$ cat src/rtl/adder_share_arbiter_if.sv
// Requester/consumer bundle for the shared add-slice arbiter.
interface adder_share_arbiter_if #(
  parameter int NREQ = 4,
  parameter int W    = 4,
  parameter int IDW  = 2
);
  logic [NREQ-1:0]   req_valid;
  logic [NREQ-1:0]   req_ready;
  logic [NREQ*W-1:0] req_r1;
  logic [NREQ*W-1:0] req_r2;
  logic [NREQ-1:0]   req_ci;
  logic              rsp_valid;
  logic              rsp_ready;
  logic [IDW-1:0]    rsp_id;
  logic [W-1:0]      rsp_result;
  logic              rsp_carry;
  logic [7:0]        busy_cnt;

  // Requester/consumer side.
  modport master (
    output req_valid, req_r1, req_r2, req_ci, rsp_ready,
    input  req_ready, rsp_valid, rsp_id, rsp_result, rsp_carry, busy_cnt
  );

  // Arbiter side.
  modport slave (
    input  req_valid, req_r1, req_r2, req_ci, rsp_ready,
    output req_ready, rsp_valid, rsp_id, rsp_result, rsp_carry, busy_cnt
  );
endinterface

$ cat src/rtl/adder_share_arbiter.sv
// Round-robin sharing of one W-bit add slice among NREQ requesters,
// with a single-entry output slot that supports drain-and-refill bypass.
module adder_share_arbiter #(
  parameter int NREQ = 4,
  parameter int W    = 4,
  parameter int IDW  = 2
) (
  input  logic                   clk,
  input  logic                   rst_n,
  adder_share_arbiter_if.slave   bus
);

  typedef enum logic {EMPTY = 1'b0, FULL = 1'b1} slot_e;

  slot_e          slot_q, slot_d;
  logic [IDW-1:0] ptr_q, ptr_d;
  logic [IDW-1:0] id_q, id_d;
  logic [W-1:0]   res_q, res_d;
  logic           carry_q, carry_d;
  logic [7:0]     busy_q, busy_d;

  logic           found;
  logic [IDW-1:0] win;
  int unsigned    idx;
  logic           can_accept;
  logic           accept;
  logic [W-1:0]   op_r1, op_r2;
  logic           op_ci;
  logic [W:0]     sum;

  // Round-robin search of req_valid starting at the pointer.
  always_comb begin
    found = 1'b0;
    win   = '0;
    idx   = 0;
    for (int unsigned k = 0; k < NREQ; k++) begin
      idx = (32'(ptr_q) + k) % NREQ;
      if (!found && bus.req_valid[idx]) begin
        found = 1'b1;
        win   = IDW'(idx);
      end
    end
  end

  // Accept decision; forced low while reset is held so no grant leaks out.
  always_comb begin
    can_accept    = (slot_q == EMPTY) || bus.rsp_ready;
    accept        = rst_n && can_accept && found;
    bus.req_ready = accept ? (NREQ'(1) << win) : '0;
  end

  // Winner operand mux and the shared W+1-bit add.
  always_comb begin
    op_r1 = bus.req_r1[win*W +: W];
    op_r2 = bus.req_r2[win*W +: W];
    op_ci = bus.req_ci[win];
    sum   = {1'b0, op_r1} + {1'b0, op_r2} + {{W{1'b0}}, op_ci};
  end

  // Slot, payload, pointer and busy-counter next state.
  always_comb begin
    slot_d  = slot_q;
    ptr_d   = ptr_q;
    id_d    = id_q;
    res_d   = res_q;
    carry_d = carry_q;
    busy_d  = busy_q;
    if (accept) begin
      slot_d  = FULL;
      id_d    = win;
      res_d   = sum[W-1:0];
      carry_d = sum[W];
      ptr_d   = (win == IDW'(NREQ-1)) ? '0 : win + 1'b1;
    end else if ((slot_q == FULL) && bus.rsp_ready) begin
      slot_d = EMPTY;
    end
    if ((|bus.req_valid) && !accept && (busy_q != 8'hFF)) begin
      busy_d = busy_q + 8'd1;
    end
  end

  // State registers.
  always_ff @(posedge clk or negedge rst_n) begin
    if (!rst_n) begin
      slot_q  <= EMPTY;
      ptr_q   <= '0;
      id_q    <= '0;
      res_q   <= '0;
      carry_q <= 1'b0;
      busy_q  <= '0;
    end else begin
      slot_q  <= slot_d;
      ptr_q   <= ptr_d;
      id_q    <= id_d;
      res_q   <= res_d;
      carry_q <= carry_d;
      busy_q  <= busy_d;
    end
  end

  // Output mapping.
  always_comb begin
    bus.rsp_valid  = (slot_q == FULL);
    bus.rsp_id     = id_q;
    bus.rsp_result = res_q;
    bus.rsp_carry  = carry_q;
    bus.busy_cnt   = busy_q;
  end

endmodule

$ cat src/flat_wrapper.sv
// flat-port wrapper written by rule: the top's interface ports become plain ports
module adder_share_arbiter_flat 
#(
  parameter int NREQ = 4,
  parameter int W    = 4,
  parameter int IDW  = 2
)
  (clk, rst_n, bus_req_valid, bus_req_r1, bus_req_r2, bus_req_ci, bus_rsp_ready, bus_req_ready, bus_rsp_valid, bus_rsp_id, bus_rsp_result, bus_rsp_carry, bus_busy_cnt);
  adder_share_arbiter_if #(.NREQ(NREQ), .W(W), .IDW(IDW)) bus_i ();
  input  logic clk;
  input  logic rst_n;
  input wire logic [$bits(bus_i.req_valid)-1:0] bus_req_valid;
  input wire logic [$bits(bus_i.req_r1)-1:0] bus_req_r1;
  input wire logic [$bits(bus_i.req_r2)-1:0] bus_req_r2;
  input wire logic [$bits(bus_i.req_ci)-1:0] bus_req_ci;
  input wire logic [$bits(bus_i.rsp_ready)-1:0] bus_rsp_ready;
  output wire logic [$bits(bus_i.req_ready)-1:0] bus_req_ready;
  output wire logic [$bits(bus_i.rsp_valid)-1:0] bus_rsp_valid;
  output wire logic [$bits(bus_i.rsp_id)-1:0] bus_rsp_id;
  output wire logic [$bits(bus_i.rsp_result)-1:0] bus_rsp_result;
  output wire logic [$bits(bus_i.rsp_carry)-1:0] bus_rsp_carry;
  output wire logic [$bits(bus_i.busy_cnt)-1:0] bus_busy_cnt;
  assign bus_i.req_valid = bus_req_valid;
  assign bus_i.req_r1 = bus_req_r1;
  assign bus_i.req_r2 = bus_req_r2;
  assign bus_i.req_ci = bus_req_ci;
  assign bus_i.rsp_ready = bus_rsp_ready;
  assign bus_req_ready = bus_i.req_ready;
  assign bus_rsp_valid = bus_i.rsp_valid;
  assign bus_rsp_id = bus_i.rsp_id;
  assign bus_rsp_result = bus_i.rsp_result;
  assign bus_rsp_carry = bus_i.rsp_carry;
  assign bus_busy_cnt = bus_i.busy_cnt;
  adder_share_arbiter #(.NREQ(NREQ), .W(W), .IDW(IDW)) u_core (.clk(clk), .rst_n(rst_n), .bus(bus_i));
endmodule
$ cat config.mk
export PLATFORM = sky130hd
export DESIGN_NAME = adder_share_arbiter_flat
export DESIGN_NICKNAME = d
export VERILOG_FILES = /design/src/rtl/adder_share_arbiter_if.sv /design/src/rtl/adder_share_arbiter.sv /design/src/flat_wrapper.sv
export SDC_FILE = /design/constraint.sdc
export NUM_CORES = 1
export LEC_CHECK = 0
export CORE_MARGIN = 5
export CORE_UTILIZATION = 41
export CTS_CLUSTER_DIAMETER = 30
export CTS_CLUSTER_SIZE = 20
export DETAILED_ROUTE_END_ITERATION = 10
export GPL_TIMING_DRIVEN = 1
export PLACE_DENSITY_LB_ADDON = 0.3
export SLEW_MARGIN = 20
export SYNTH_ARGS = -nofsm -noshare
export SYNTH_HDL_FRONTEND = slang
export SYNTH_SLANG_ARGS = --single-unit
$ cat constraint.sdc
create_clock -name clk -period 3.15 [get_ports clk]
set_clock_uncertainty 0.15 [all_clocks]
set_input_delay 0.63 -clock clk [delete_from_list [all_inputs] [get_ports clk]]
set_output_delay 0.63 -clock clk [all_outputs]
set_load 0.01 [all_outputs]
Word-level counts from Yosys, hierarchy flattened
Cells that the tools add are included.
- memory bits (writable): 0
- flip-flop bits (word level): 18
- ROM bits: 0
- bits in latches: 0
- memories: 0
- word-level logic and storage cells: 61
- $mul: 0
- shift operators: 3
- reductions and logical operators: 15
- magnitude comparators: 5
- muxes and demuxes: 22
- divide/modulo/power cells: 0
- bitwise gates (word level): 1
- equality and inequality tests: 2
- $add $sub $neg: 7
- operators with widths (kind ; number):
    $shiftx A16 B5 Y4 ; 2
    $lt A2 B3 Y1 const B ; 5
    $mux W1 ; 11
    $bmux W1 S2 ; 5
    $mux W2 ; 5
    $add A8 B1 Y8 const B ; 1
    $logic_and A1 B1 Y1 ; 8
    $ne A8 B8 Y1 const B ; 1
    $add A4 B4 Y5 ; 1
    $add A5 B1 Y5 ; 1
    $add A2 B1 Y2 const B ; 2
    $add A2 B2 Y2 const B ; 2
    $logic_not A1 Y1 ; 4
    $mux W4 ; 1
    $reduce_or A4 Y1 ; 1
    $shl A1 B2 Y4 const A ; 1
    $eq A2 B2 Y1 const B ; 1
    $reduce_bool A2 Y1 ; 1
    $logic_or A1 B1 Y1 ; 1
    $not A1 Y1 ; 1

Longest topological paths before layout
- depth in word-level cells: 16
- mapped depth: 13
- depth with buffers taken out: 12

Least setup slack after synthesis
Ideal clock, no wire load.
- path type: input -> register
- start point: input port bus_req_valid[3]
- end point: register u_core.carry_q, in the netlist u_core.bus.rsp_carry
- arrival time: 2.490 ns
- stages: 12
- buffers on the path: 1
- setup slack: 0.382 ns
- cell sequence: nand2b_1 a211oi_1 nor2_1 buf_2 a21oi_1 a32o_1 fa_1 inv_1 fa_1 a21o_1 a21oi_1 o21ai_0
- cells in the longest elaborated chain, start to end: 15
- elaborated cells between the ends (all ways): 29
- those cells by class: 2 x add/sub; 2 x shift; 18 x mux; 7 x reduce/logical
- RTL lines (what ; RTL line ; RTL):
    from (decl) ; flat_wrapper.sv:12 ; input wire logic [$bits(bus_i.req_valid)-1:0] bus_req_valid;
    $bmux W1 S2 ; adder_share_arbiter.sv:38 ; if (!found && bus.req_valid[idx]) begin
    $mux W1 (not written as such) ; adder_share_arbiter.sv:38 ;
    $mux W1 ; adder_share_arbiter.sv:38 ;
    $logic_not A1 Y1 ; adder_share_arbiter.sv:38 ;
    $logic_and A1 B1 Y1 ; adder_share_arbiter.sv:38 ;
    $mux W1 ; adder_share_arbiter.sv:38 ;
    $logic_not A1 Y1 ; adder_share_arbiter.sv:38 ;
    $logic_and A1 B1 Y1 ; adder_share_arbiter.sv:38 ;
    $mux W1 ; adder_share_arbiter.sv:38 ;
    $logic_not A1 Y1 ; adder_share_arbiter.sv:38 ;
    $logic_and A1 B1 Y1 ; adder_share_arbiter.sv:38 ;
    $mux W2 ; adder_share_arbiter.sv:38 ;
    $shiftx A16 B5 Y4, or another cell as far along ; adder_share_arbiter.sv:54 ; op_r1 = bus.req_r1[win*W +: W];
    $add A4 B4 Y5 or $mux W1 (tied branches) ; adder_share_arbiter.sv:57, adder_share_arbiter.sv:56 ;
    $add A5 B1 Y5 ; adder_share_arbiter.sv:57 ; sum = {1'b0, op_r1} + {1'b0, op_r2} + {{W{1'b0}}, op_ci};
    to (signal assigned) ; adder_share_arbiter.sv:96 ; carry_q <= carry_d;
    to (decl) ; adder_share_arbiter.sv:19 ; logic carry_q, carry_d;
Several ways; a longest one is shown, not always the timed one. The select of a mux whose other input is x is not followed.
A chain may end at the register's enable or synchronous reset.

Worst setup path after layout
- start point: input port bus_req_valid[0]
- end point: register u_core.res_q[1], in the netlist u_core.bus.rsp_result[1]
- cells in the longest elaborated chain, start to end: 15
- elaborated cells between the ends (all ways): 29
- those cells by class: 2 x add/sub; 2 x shift; 18 x mux; 7 x reduce/logical
- RTL lines (what ; RTL line ; RTL):
    $bmux W1 S2 ; adder_share_arbiter.sv:38 ;
    $mux W1 (not written as such) ; adder_share_arbiter.sv:38 ;
    $mux W1 ; adder_share_arbiter.sv:38 ;
    $logic_not A1 Y1 ; adder_share_arbiter.sv:38 ;
    $logic_and A1 B1 Y1 ; adder_share_arbiter.sv:38 ;
    $mux W1 ; adder_share_arbiter.sv:38 ;
    $logic_not A1 Y1 ; adder_share_arbiter.sv:38 ;
    $logic_and A1 B1 Y1 ; adder_share_arbiter.sv:38 ;
    $mux W1 ; adder_share_arbiter.sv:38 ;
    $logic_not A1 Y1 ; adder_share_arbiter.sv:38 ;
    $logic_and A1 B1 Y1 ; adder_share_arbiter.sv:38 ;
    $mux W2 * ; adder_share_arbiter.sv:38 ;
    $shiftx A16 B5 Y4, or another cell as far along ; adder_share_arbiter.sv:54 ;
    $add A4 B4 Y5 or $mux W1 (tied branches) ; adder_share_arbiter.sv:57, adder_share_arbiter.sv:56 ;
    $add A5 B1 Y5 * ; adder_share_arbiter.sv:57 ;
    net u_core.sum[1] ; adder_share_arbiter.sv:29 ; logic [W:0] sum;
    to (signal assigned) ; adder_share_arbiter.sv:95 ; res_q <= res_d;
    to (decl) ; adder_share_arbiter.sv:18 ; logic [W-1:0] res_q, res_d;
Mark *: on every way through the listed nets, which the timed path passes. The rest lies on a longest branch. The select of a mux whose other input is x is not followed.

==> impl_metrics.env <==
export IMPL_status="completed"
export IMPL_overflow=0
export IMPL_slew_viol_final=0
export IMPL_period_share_pct=95.1
export IMPL_first_pass_iters=4
export IMPL_diodes=0
export IMPL_place_hpwl_mm=3.01
export IMPL_rsz0062_at_grt="false"
export IMPL_netlist_top_cells_area="dfrtp_1 34%, nand2_1 14%, ha_1 7.6%, xnor2_1 4.7%, a21oi_1 4.6%"
export IMPL_setup_viol=0
export IMPL_ys_async_sr_fraction_pct=100
export IMPL_required_ps=3190
export IMPL_ys_types=31
export IMPL_fmax_mhz=334
export IMPL_max_stage_delay_ps=440
export IMPL_ys_seq_area_share_pct=34.4
export IMPL_syn_to_final_growth_pct=63.3
export IMPL_tns_ps=0
export IMPL_drc=0
export IMPL_dr_first_iter_drc_count=53
export IMPL_slew_headroom_pct=69.2
export IMPL_synthCells=153
export IMPL_core_mm2=0.00305
export IMPL_syn_cell_area_mm2=0.00131
export IMPL_critPathBufInv=4
export IMPL_pin_count=63
export IMPL_grt_max_degree=22
export IMPL_clk_pin_slew_ps=90
export IMPL_gp_congestion=0.825
export IMPL_numCtsBuffers=3
export IMPL_antenna_found_initial=0
export IMPL_synth_top_cell_area_share_pct=34.4
export IMPL_ys_ff_latch=18
export IMPL_maxCapViolations=0
export IMPL_finalCriticalPeriod_ps=3000
export IMPL_cts_hold_buf=0
export IMPL_crit_arrival_ps=3030
export IMPL_hp_class="register to register"
export IMPL_tritoncts="yes"
export IMPL_grt_pass1_wl_mm=5.95
export IMPL_worst_pin_slew_ps=461
export IMPL_synthMostInstantiatedCell="nand2_1"
export IMPL_syn_avg_cell_area_um2=8.56
export IMPL_fillerInstances=257
export IMPL_yosysWarnings=0
export IMPL_endpoint_kind="register"
export IMPL_grt_usage_pct=17.7
export IMPL_ys_flop_type="dfrtp_1"
export IMPL_dieHeight_um=66.5
export IMPL_peakVddDrop_mv=0.484
export IMPL_layout_drive_gt1_share_pct=16.8
export IMPL_clock_sinks=18
export IMPL_multi_input_area_um2=832
export IMPL_stdcell_count=270
export IMPL_hold_viol=0
export IMPL_leakage_nw=0.956
export IMPL_worstSkewPairLatency_ps=290
export IMPL_rows=20
export IMPL_wl_per_cell_um=13.7
export IMPL_nets=281
export IMPL_seq_area_um2=450
export IMPL_port_buffers=62
export IMPL_cellPowerDensity_mw_per_mm2=707
export IMPL_detail_route_antenna_nets=0
export IMPL_synth_edf_count=0
export IMPL_clockBufferDepth=2
export IMPL_critPathLaunchType="input pin"
export IMPL_worstPathCellList="clkdlybuf4s50_1, nor2_2, a211oi_2, nor2_2, buf_6, buf_6, a21oi_2, a32o_2, fa_1, inv_2, fa_2, nand2_1, nand2_1"
export IMPL_htree_levels=1
export IMPL_crit_fanout=17
export IMPL_die_width_um=66.5
export IMPL_synth_top_cell_by_area="dfrtp_1"
export IMPL_start_util_pct=42.9
export IMPL_cp_top_family="adder cells"
export IMPL_dp_cells=266
export IMPL_crit_slowest_cell="clkdlybuf4s50_1"
export IMPL_synth_nets=206
export IMPL_path_class="input pin to register"
export IMPL_vias=1363
export IMPL_dieArea_mm2=0.00443
export IMPL_synthTopCellsByCount="48 x nand2_1, 18 x dfrtp_1, 12 x a21oi_1"
export IMPL_wl_mm=3.70
export IMPL_cts_root_buf="clkbuf_4"
export IMPL_grt_pass1_vias=1445
export IMPL_via_per_inst=5.05
power breakdown:
part           leakage (nW)  internal [mW]  switching (mW)
Combinational         0.722          0.544           0.443
Clock                0.0138         0.0446          0.0657
Sequential            0.220          0.323          0.0920
Total                 0.956          0.912           0.600
area by class of cell:
cell class	count	share of cell area, %
well taps	44	2.57
clock buffers	3	1.05
repair buffers	78	35.3
flip-flops and latches	18	21.1
multi-input cells	124	38.9
inverters	3	1.11
cells by family after synthesis:
group | Yosys count | synth area share, %
fa+ha+maj | 10 | 10.7
xor+xnor | 9 | 6.02
simple gates | 70 | 24.1
compound gates | 33 | 17.8
mux | 2 | 1.62
flops | 18 | 34.4
buf+inv | 11 | 5.44
stage by stage:
| stage | instance area (um2) | util (%) | worst slack [ps] | hold WS [ps] | total power, mW |
|---|---|---|---|---|---|
| global route | 2140 | 70.1 | 20.6 | 394 | 1.66 |
| CTS | 2100 | 68.8 | 32.6 | 346 | 1.48 |
| floorplan | 1310 | - | 382 | 184 | 0.935 |
| global placement | 2050 | 67.2 | -234 | 316 | 1.31 |
| detailed placement | 2050 | 67.2 | -290 | 324 | 1.35 |
| finish | 2140 | 70.1 | 155 | 338 | 1.51 |
worst register-to-register path, cell delays in order (launching register included):
cell and delay, ps:
dfrtp_1 490, nand2b_1 150, a21o_1 120, and3_4 230, buf_12 150, nand2_1 70, a32o_2 270, fa_1 440
inv_2 90, fa_2 420, nand2_1 70, nand2_1 50
cell usage in the layout, fill, tap and decap left out, drive strengths merged:
cell type      instances
nand3b                 1
dfrtp                 18
clkdlybuf4s50         55
nand2b                 3
nand2                 48
fa                     2
clkbuf                 3
a32o                   3
xor2                   2
nor3b                  1
nand4                  2
and3                   4
o21ai                  6
dlygate4sd2            6
buf                   16
a32oi                  6
xnor2                  7
a21oi                 12
inv                    2
dlymetal6s2s           1
a31oi                  1
a211oi                 1
ha                     8
and2                   4
clkinv                 1
mux2                   1
a22o                   1
mux2i                  1
nor2                   5
a21o                   3
nand3                  2
state kept, by name, indices dropped and copies added (netlist names):
signal                 cells
u_core.bus.rsp_carry       1
u_core.ptr_q               2
u_core.bus.busy_cnt        8
u_core.bus.rsp_valid       1
u_core.bus.rsp_id          2
u_core.bus.rsp_result      4
routing by layer:
layer	GRT usage, %	routed length, um
met1	18.2	1380
met2	34.0	2080
met3	4.55	195
met4	6.09	36
met5	0	0
path summary, 6_finish.rpt:
check,end,startpoint,slack (ps),cells past startpoint
min reg2reg,u_core.bus.rsp_result[2],u_core.bus.rsp_result[2],340,2
min in group asynchronous,u_core.bus.busy_cnt[7],rst_n,530,2
max,u_core.bus.rsp_result[1],bus_req_valid[0],150,13
max reg2reg,u_core.bus.rsp_result[1],u_core.ptr_q[1],360,11
min,u_core.bus.rsp_result[2],u_core.bus.rsp_result[2],340,2
max in group asynchronous,u_core.bus.rsp_result[2],rst_n,2120,2
timing repair:
item / 4_1_cts / 5_1_grt
gates resized for setup: 13 / 12
endpoints found under the setup margin: 5 / 5
pin swaps: 2 / 3
buffers inserted: 1 / 0
(Power assumes the default switching activity.)
